### src/rtl/seq_det_sched_if.sv
// Bundle between the two parallel requesters, the scheduler and the serial detector.
// The scheduler uses the slave view; the environment driving requests and the detector uses the master view.
interface seq_det_sched_if #(
    parameter int W    = 8,
    parameter int CNTW = 4
);
    logic            req0;
    logic [W-1:0]    data0;
    logic            req1;
    logic [W-1:0]    data1;
    logic            gnt0;
    logic            gnt1;
    logic            det_clr;
    logic            ser_bit;
    logic            ser_valid;
    logic            det_hit;
    logic            busy;
    logic            done;
    logic            done_ch;
    logic [CNTW-1:0] hit_cnt;

    modport slave (
        input  req0, data0, req1, data1, det_hit,
        output gnt0, gnt1, det_clr, ser_bit, ser_valid, busy, done, done_ch, hit_cnt
    );

    modport master (
        output req0, data0, req1, data1, det_hit,
        input  gnt0, gnt1, det_clr, ser_bit, ser_valid, busy, done, done_ch, hit_cnt
    );
endinterface

### src/rtl/seq_det_sched.sv
// Round-robin scheduler that serialises one of two parallel words MSB-first into a shared
// sequence detector and reports the number of detector hits seen during the frame.
//
// state | meaning
// IDLE  | waiting for a request; arbitration happens on the accepting edge
// LOAD  | word captured, grant pulse to the winner, detector history cleared
// SHIFT | W cycles, one frame bit per cycle, hits counted at each edge
// DONE  | done pulse with channel id; hit_cnt/done_ch then hold until next LOAD
module seq_det_sched #(
    parameter int W    = 8,
    parameter int CNTW = 4
) (
    input  logic            clk,
    input  logic            clr,
    seq_det_sched_if.slave  bus
);
    localparam int IW = $clog2(W);

    typedef enum logic [1:0] {IDLE, LOAD, SHIFT, DONE} state_t;

    state_t          state, state_nx;
    logic [W-1:0]    sreg, sreg_nx;
    logic [IW-1:0]   idx, idx_nx;
    logic            cur_ch, cur_ch_nx;
    logic            last_ch, last_ch_nx;
    logic            winner;

    logic            gnt0_q, gnt1_q, det_clr_q, ser_bit_q, ser_valid_q;
    logic            busy_q, done_q, done_ch_q;
    logic [CNTW-1:0] hit_cnt_q;

    logic            gnt0_nx, gnt1_nx, det_clr_nx, ser_bit_nx, ser_valid_nx;
    logic            busy_nx, done_nx, done_ch_nx;
    logic [CNTW-1:0] hit_cnt_nx;

    always_ff @(posedge clk) begin
        if (clr) begin
            state       <= IDLE;
            sreg        <= '0;
            idx         <= '0;
            cur_ch      <= 1'b0;
            last_ch     <= 1'b1;
            gnt0_q      <= 1'b0;
            gnt1_q      <= 1'b0;
            det_clr_q   <= 1'b0;
            ser_bit_q   <= 1'b0;
            ser_valid_q <= 1'b0;
            busy_q      <= 1'b0;
            done_q      <= 1'b0;
            done_ch_q   <= 1'b0;
            hit_cnt_q   <= '0;
        end else begin
            state       <= state_nx;
            sreg        <= sreg_nx;
            idx         <= idx_nx;
            cur_ch      <= cur_ch_nx;
            last_ch     <= last_ch_nx;
            gnt0_q      <= gnt0_nx;
            gnt1_q      <= gnt1_nx;
            det_clr_q   <= det_clr_nx;
            ser_bit_q   <= ser_bit_nx;
            ser_valid_q <= ser_valid_nx;
            busy_q      <= busy_nx;
            done_q      <= done_nx;
            done_ch_q   <= done_ch_nx;
            hit_cnt_q   <= hit_cnt_nx;
        end
    end

    // On contention the channel that was not served last wins.
    assign winner = (bus.req0 && bus.req1) ? ~last_ch : bus.req1;

    always_comb begin
        state_nx   = state;
        sreg_nx    = sreg;
        idx_nx     = idx;
        cur_ch_nx  = cur_ch;
        last_ch_nx = last_ch;
        hit_cnt_nx = hit_cnt_q;
        done_ch_nx = done_ch_q;

        case (state)
            IDLE: begin
                if (bus.req0 || bus.req1) begin
                    state_nx   = LOAD;
                    sreg_nx    = winner ? bus.data1 : bus.data0;
                    cur_ch_nx  = winner;
                    last_ch_nx = winner;
                    hit_cnt_nx = '0;
                    idx_nx     = '0;
                end
            end
            LOAD: state_nx = SHIFT;
            SHIFT: begin
                if (bus.det_hit) hit_cnt_nx = hit_cnt_q + 1'b1;
                sreg_nx = sreg << 1;
                idx_nx  = idx + 1'b1;
                if (idx == IW'(W - 1)) state_nx = DONE;
            end
            DONE: state_nx = IDLE;
            default: state_nx = IDLE;
        endcase

        // Outputs are registered, so they are decoded from the state being entered.
        gnt0_nx      = (state_nx == LOAD) && !cur_ch_nx;
        gnt1_nx      = (state_nx == LOAD) && cur_ch_nx;
        det_clr_nx   = (state_nx == LOAD);
        ser_valid_nx = (state_nx == SHIFT);
        ser_bit_nx   = (state_nx == SHIFT) && sreg_nx[W-1];
        busy_nx      = (state_nx != IDLE);
        done_nx      = (state_nx == DONE);
        if (state_nx == DONE) done_ch_nx = cur_ch_nx;
    end

    assign bus.gnt0      = gnt0_q;
    assign bus.gnt1      = gnt1_q;
    assign bus.det_clr   = det_clr_q;
    assign bus.ser_bit   = ser_bit_q;
    assign bus.ser_valid = ser_valid_q;
    assign bus.busy      = busy_q;
    assign bus.done      = done_q;
    assign bus.done_ch   = done_ch_q;
    assign bus.hit_cnt   = hit_cnt_q;
endmodule
### src/flat_wrapper.sv
// flat-port wrapper written by rule: the top's interface ports become plain ports
module seq_det_sched_flat 
#(
    parameter int W    = 8,
    parameter int CNTW = 4
)
  (clk, clr, bus_req0, bus_data0, bus_req1, bus_data1, bus_det_hit, bus_gnt0, bus_gnt1, bus_det_clr, bus_ser_bit, bus_ser_valid, bus_busy, bus_done, bus_done_ch, bus_hit_cnt);
  seq_det_sched_if #(.W(W), .CNTW(CNTW)) bus_i ();
  input  logic clk;
  input  logic clr;
  input wire logic [$bits(bus_i.req0)-1:0] bus_req0;
  input wire logic [$bits(bus_i.data0)-1:0] bus_data0;
  input wire logic [$bits(bus_i.req1)-1:0] bus_req1;
  input wire logic [$bits(bus_i.data1)-1:0] bus_data1;
  input wire logic [$bits(bus_i.det_hit)-1:0] bus_det_hit;
  output wire logic [$bits(bus_i.gnt0)-1:0] bus_gnt0;
  output wire logic [$bits(bus_i.gnt1)-1:0] bus_gnt1;
  output wire logic [$bits(bus_i.det_clr)-1:0] bus_det_clr;
  output wire logic [$bits(bus_i.ser_bit)-1:0] bus_ser_bit;
  output wire logic [$bits(bus_i.ser_valid)-1:0] bus_ser_valid;
  output wire logic [$bits(bus_i.busy)-1:0] bus_busy;
  output wire logic [$bits(bus_i.done)-1:0] bus_done;
  output wire logic [$bits(bus_i.done_ch)-1:0] bus_done_ch;
  output wire logic [$bits(bus_i.hit_cnt)-1:0] bus_hit_cnt;
  assign bus_i.req0 = bus_req0;
  assign bus_i.data0 = bus_data0;
  assign bus_i.req1 = bus_req1;
  assign bus_i.data1 = bus_data1;
  assign bus_i.det_hit = bus_det_hit;
  assign bus_gnt0 = bus_i.gnt0;
  assign bus_gnt1 = bus_i.gnt1;
  assign bus_det_clr = bus_i.det_clr;
  assign bus_ser_bit = bus_i.ser_bit;
  assign bus_ser_valid = bus_i.ser_valid;
  assign bus_busy = bus_i.busy;
  assign bus_done = bus_i.done;
  assign bus_done_ch = bus_i.done_ch;
  assign bus_hit_cnt = bus_i.hit_cnt;
  seq_det_sched #(.W(W), .CNTW(CNTW)) u_core (.clk(clk), .clr(clr), .bus(bus_i));
endmodule
### config.mk
export PLATFORM = sky130hd
export DESIGN_NAME = seq_det_sched_flat
export DESIGN_NICKNAME = d
export VERILOG_FILES = /design/src/rtl/seq_det_sched_if.sv /design/src/rtl/seq_det_sched.sv /design/src/flat_wrapper.sv
export SDC_FILE = /design/constraint.sdc
export NUM_CORES = 1
export LEC_CHECK = 0
export BUFFER_PORTS_ARGS = -buffer_cell sky130_fd_sc_hd__buf_2
export CORE_AREA = 2 2 63 65
export DETAILED_ROUTE_END_ITERATION = 10
export DIE_AREA = 0 0 65 67
export HOLD_SLACK_MARGIN = 0.12
export PLACE_DENSITY = 0.69
export SLEW_MARGIN = 20
export SYNTH_ARGS = -nofsm -noshare
export SYNTH_HDL_FRONTEND = slang
export SYNTH_SLANG_ARGS = --single-unit
### constraint.sdc
create_clock -name clk -period 1.6 [get_ports clk]
set_input_delay 0.32 -clock clk [delete_from_list [all_inputs] [get_ports clk]]
set_output_delay 0.32 -clock clk [all_outputs]
set_load 0.01 [all_outputs]
==> key figures <==
Routing
  – WL/cell: roughly 12 microns
  – DRC Markers: 0
  – Vias: about 1100
  – Routed Antenna Nets: 0
  – DR iter-0 viols: between 50 and 60
  – Initial DRT Pass Iterations: 4
  – Vias per Instance: approximately 4.9
  – Drt total wl: between 2000 and 3000 microns

Timing
  – Slew headroom: 0.7130
  – Min cycle time layout: 1.564 ns
  – Setup TNS: 0 ns
  – RSZ-0062 raised after global routing: true
  – Fmax: between 600 and 700 MHz
  – Setup WS post-layout: between 0.03 and 0.04 ns
  – Tcrit/Tclk final: 0.9773
  – Final Max Tran Viols: 0
  – Setup Skew: approximately 0.0061 ns
  – WHS: roughly 0.36 ns
  – Hold Fails Final Rpt: 0
  – Worst Tran Pin Value: 0.4305 ns
  – Final setup violation count: 0

Die
  – I/O pins: 33
  – Die Width: approximately 65 microns
  – Initial core utilization: 0.3473
  – FP Rows: 22
  – DIE AREA: 4355 sq um
  – Core area: approximately 3600 sq um
  – Die Y: 67 microns

Worst setup path
  – CP Data Arrival Time: 1.78 ns
  – Startpoint Class: flip-flop
  – Crit Path Class: flip-flop to flip-flop
  – CP Capture Type: flip-flop
  – Slowest CP cell: or3b_4
  – CP Data Required Time: roughly 1.8 ns
  – Flop2flop setup slack: around 0.036 ns
  – Max incr delay on CP: ~0.4 ns
  – Worst-path fanout max: 7
  – CP cell instances: inv_4 -> ha_4 -> or3b_4 -> o22ai_4 -> and2_4 -> nor2b_1

Global routing
  – Largest net degree at the start of global routing: 24
  – Global-route wire length before repair: about 4400 microns
  – Gr ovfl total: 0
  – Initial antenna violation count: 0
  – All-layer global routing usage: 0.1346
  – Number of global-route vias before repair: 1055

Finish
  – Final non-filler cell total: about 230
  – # diodes: 0
  – Post-synthesis to final-layout area growth: 33.87%
  – Share of post-route cells with drive strength above 1: 0.3763
  – Fin area: between 1500 and 2000 sq um
  – Fill cells: ~370
  – Nets: between 200 and 250

Yosys
  – Post-Synthesis Cells: approximately 140
  – Yosys cell types: 38
  – Top cell type's share of synthesized area: 0.4316
  – Synth Warn #: 0
  – Post-synthesis sequential area ratio: 0.4316
  – Leading area contributor after synthesis: dfxtp_1
  – Syn_area_per_cell: just over 9 sq um
  – Largest cells by area after synthesis: dfxtp_1 43%, nand2b_1 8.0%, nor2_1 5.4%
  – Syn nets: between 150 and 200
  – Syn Std Cell Area: between 1000 and 1500 sq um
  – Yosys reg bits: 27

Placement
  – Setup Slack @ Placement: -0.04884 ns
  – Post-DP HPWL: between 2000 and 2500 microns
  – Buffers on Ports: 32
  – GPL Wtd Cong: about 0.81
  – Placed Area: 1570 sq um
  – Cell Count Post-Placement: about 230

Clock network
  – Clk_lat worst skew: roughly 0.28 ns
  – Root Buffer: clkbuf_8
  – Clock buffer depth: 2
  – Max H-tree Level: 1
  – Cts bufs inserted: 3
  – Clk slew on worst S/H paths: about 0.090 ns
  – CTS sink cnt: 27
  – CTS tree: yes

Worst hold path
  – Worst Hold Class: primary input to flip-flop

Run status
  – Status: completed

Power
  – Leak: between 0.7 and 0.8 nW
  – Max VDD drop: between 0.5 and 0.6 mV
  – Pwr dens: 1508 nW/um^2

Flow run
  – MaxCap Viol Count: 0
-- logic make-up after synthesis --
family	count (synthesis)	synth area share
and+or+nand+nor	63	0.2667
AOI/OAI and AO/OA	30	0.1948
DFF	27	0.4316
buffers and inverters	10	0.03397
adders and majority gates	5	0.04995
xor gates and xnor gates	2	0.01399
muxes	1	0.008990
-- cell type report --
class,count,area [sq um],share of cell area
Multi-Input combinational cell,101,706.9,0.4216
Sequential cell,27,544.3,0.3246
Timing Repair Buffer,51,302.8,0.1806
Tap cell,48,60.06,0.03582
Clock buffer,3,41.29,0.02463
Inverter,3,13.76,0.008209
Clock inverter,1,7.507,0.004478
-- routing by layer --
layer  share of wire  global-route usage  wire [microns]
met3           0.054             0.02703             147
met1            0.44              0.1483            1188
met2            0.49              0.2384            1341
met5               0                   0               0
met4           0.018             0.07979              48
-- cells in the final DEF, fill, tap and decap left out, types with 2 or more instances in the layout --
| cell | n |
|---|---|
| o21ai_0 | 2 |
| nor2b_1 | 3 |
| a32o_1 | 2 |
| nand2b_1 | 16 |
| a22oi_1 | 3 |
| buf_2 | 32 |
| nor3_1 | 7 |
| nand2_1 | 5 |
| a21oi_1 | 6 |
| buf_4 | 19 |
| xor2_1 | 2 |
| clkbuf_8 | 3 |
| dfxtp_2 | 3 |
| ha_4 | 2 |
| nand3_1 | 3 |
| ha_1 | 3 |
| a222oi_1 | 5 |
| nor2_1 | 17 |
| dfxtp_1 | 24 |
-- per-stage QoR --
| stage | power (mW) | util |
|---|---|---|
| global route | 2.733 | 0.4650 |
| global placement | 2.016 | 0.4355 |
| detailed placement | 2.025 | 0.4355 |
| floorplan | 1.596 | - |
| finish | 2.527 | 0.4650 |
| CTS | 2.462 | 0.4532 |
-- critical path, delay by kind of cell (launching register included) --
kind	cells	cell delay [ns]
AND/OR/NAND/NOR	3	0.71
AO/OA/AOI/OAI	1	0.25
adder cells (fa/ha/maj)	1	0.14
buffers and inverters	1	0.07
flip-flops	1	0.35
-- cells in the mapped netlist --
library cell / n
a31oi_1: 1
a22o_1: 1
ha_1: 5
o22ai_4: 1
nand3b_1: 1
or4b_1: 1
or3b_1: 1
nor4_1: 1
dfxtp_1: 27
nand3_1: 3
a21oi_1: 6
nand4_1: 1
a21boi_1: 1
a211o_1: 1
buf_2: 4
a221oi_1: 1
a32o_1: 2
a21boi_2: 1
o21bai_1: 1
a222oi_1: 5
xor2_1: 2
a21bo_2: 1
a22oi_1: 3
nor2b_1: 3
nor3_1: 8
or3_1: 1
inv_1: 3
nand4b_1: 1
and2_1: 2
a221o_1: 1
o21a_1: 1
mux2_2: 1
nor2_1: 18
nor3b_1: 1
o21ai_0: 3
clkbuf_1: 3
nand2_1: 5
nand2b_1: 16
-- report_power, final --
| part | internal, mW | switching, mW | leakage, nW |
|---|---|---|---|
| clock | 0.177 | 0.216 | 0.0217 |
| sequential | 0.851 | 0.0784 | 0.222 |
| combinational | 0.606 | 0.600 | 0.481 |
-- path summary, 6_finish.rpt --
path,cells past startpoint,endpoint,startpoint
worst min-delay path,3,u_core.bus.hit_cnt[1],bus_det_hit
worst max-delay path,6,u_core.bus.ser_bit,u_core.state[0]
worst min register to register,2,u_core.idx[2],u_core.idx[2]
worst max register to register,6,u_core.bus.ser_bit,u_core.state[0]
-- sequential cells by signal (all words and copies together) (netlist names) --
signal                cells
u_core.state              2
u_core.idx                3
u_core.bus.gnt1           1
u_core.bus.det_clr        1
u_core.sreg               8
u_core.bus.hit_cnt        4
u_core.bus.ser_valid      1
u_core.bus.ser_bit        1
u_core.last_ch            1
u_core.cur_ch             1
u_core.bus.done_ch        1
u_core.bus.busy           1
u_core.bus.gnt0           1
u_core.bus.done           1
-- timing repair --
| action | in CTS | in global routing |
|---|---|---|
| endpoints found under the hold margin | 0 | 0 |
| pin swaps | 3 | 6 |
| setup endpoints to repair | 12 | 18 |
| hold buffers | 0 | 0 |
| resized for setup | 3 | 11 |
| buffers inserted | 1 | 1 |
Power figures use the tool's default switching activity.
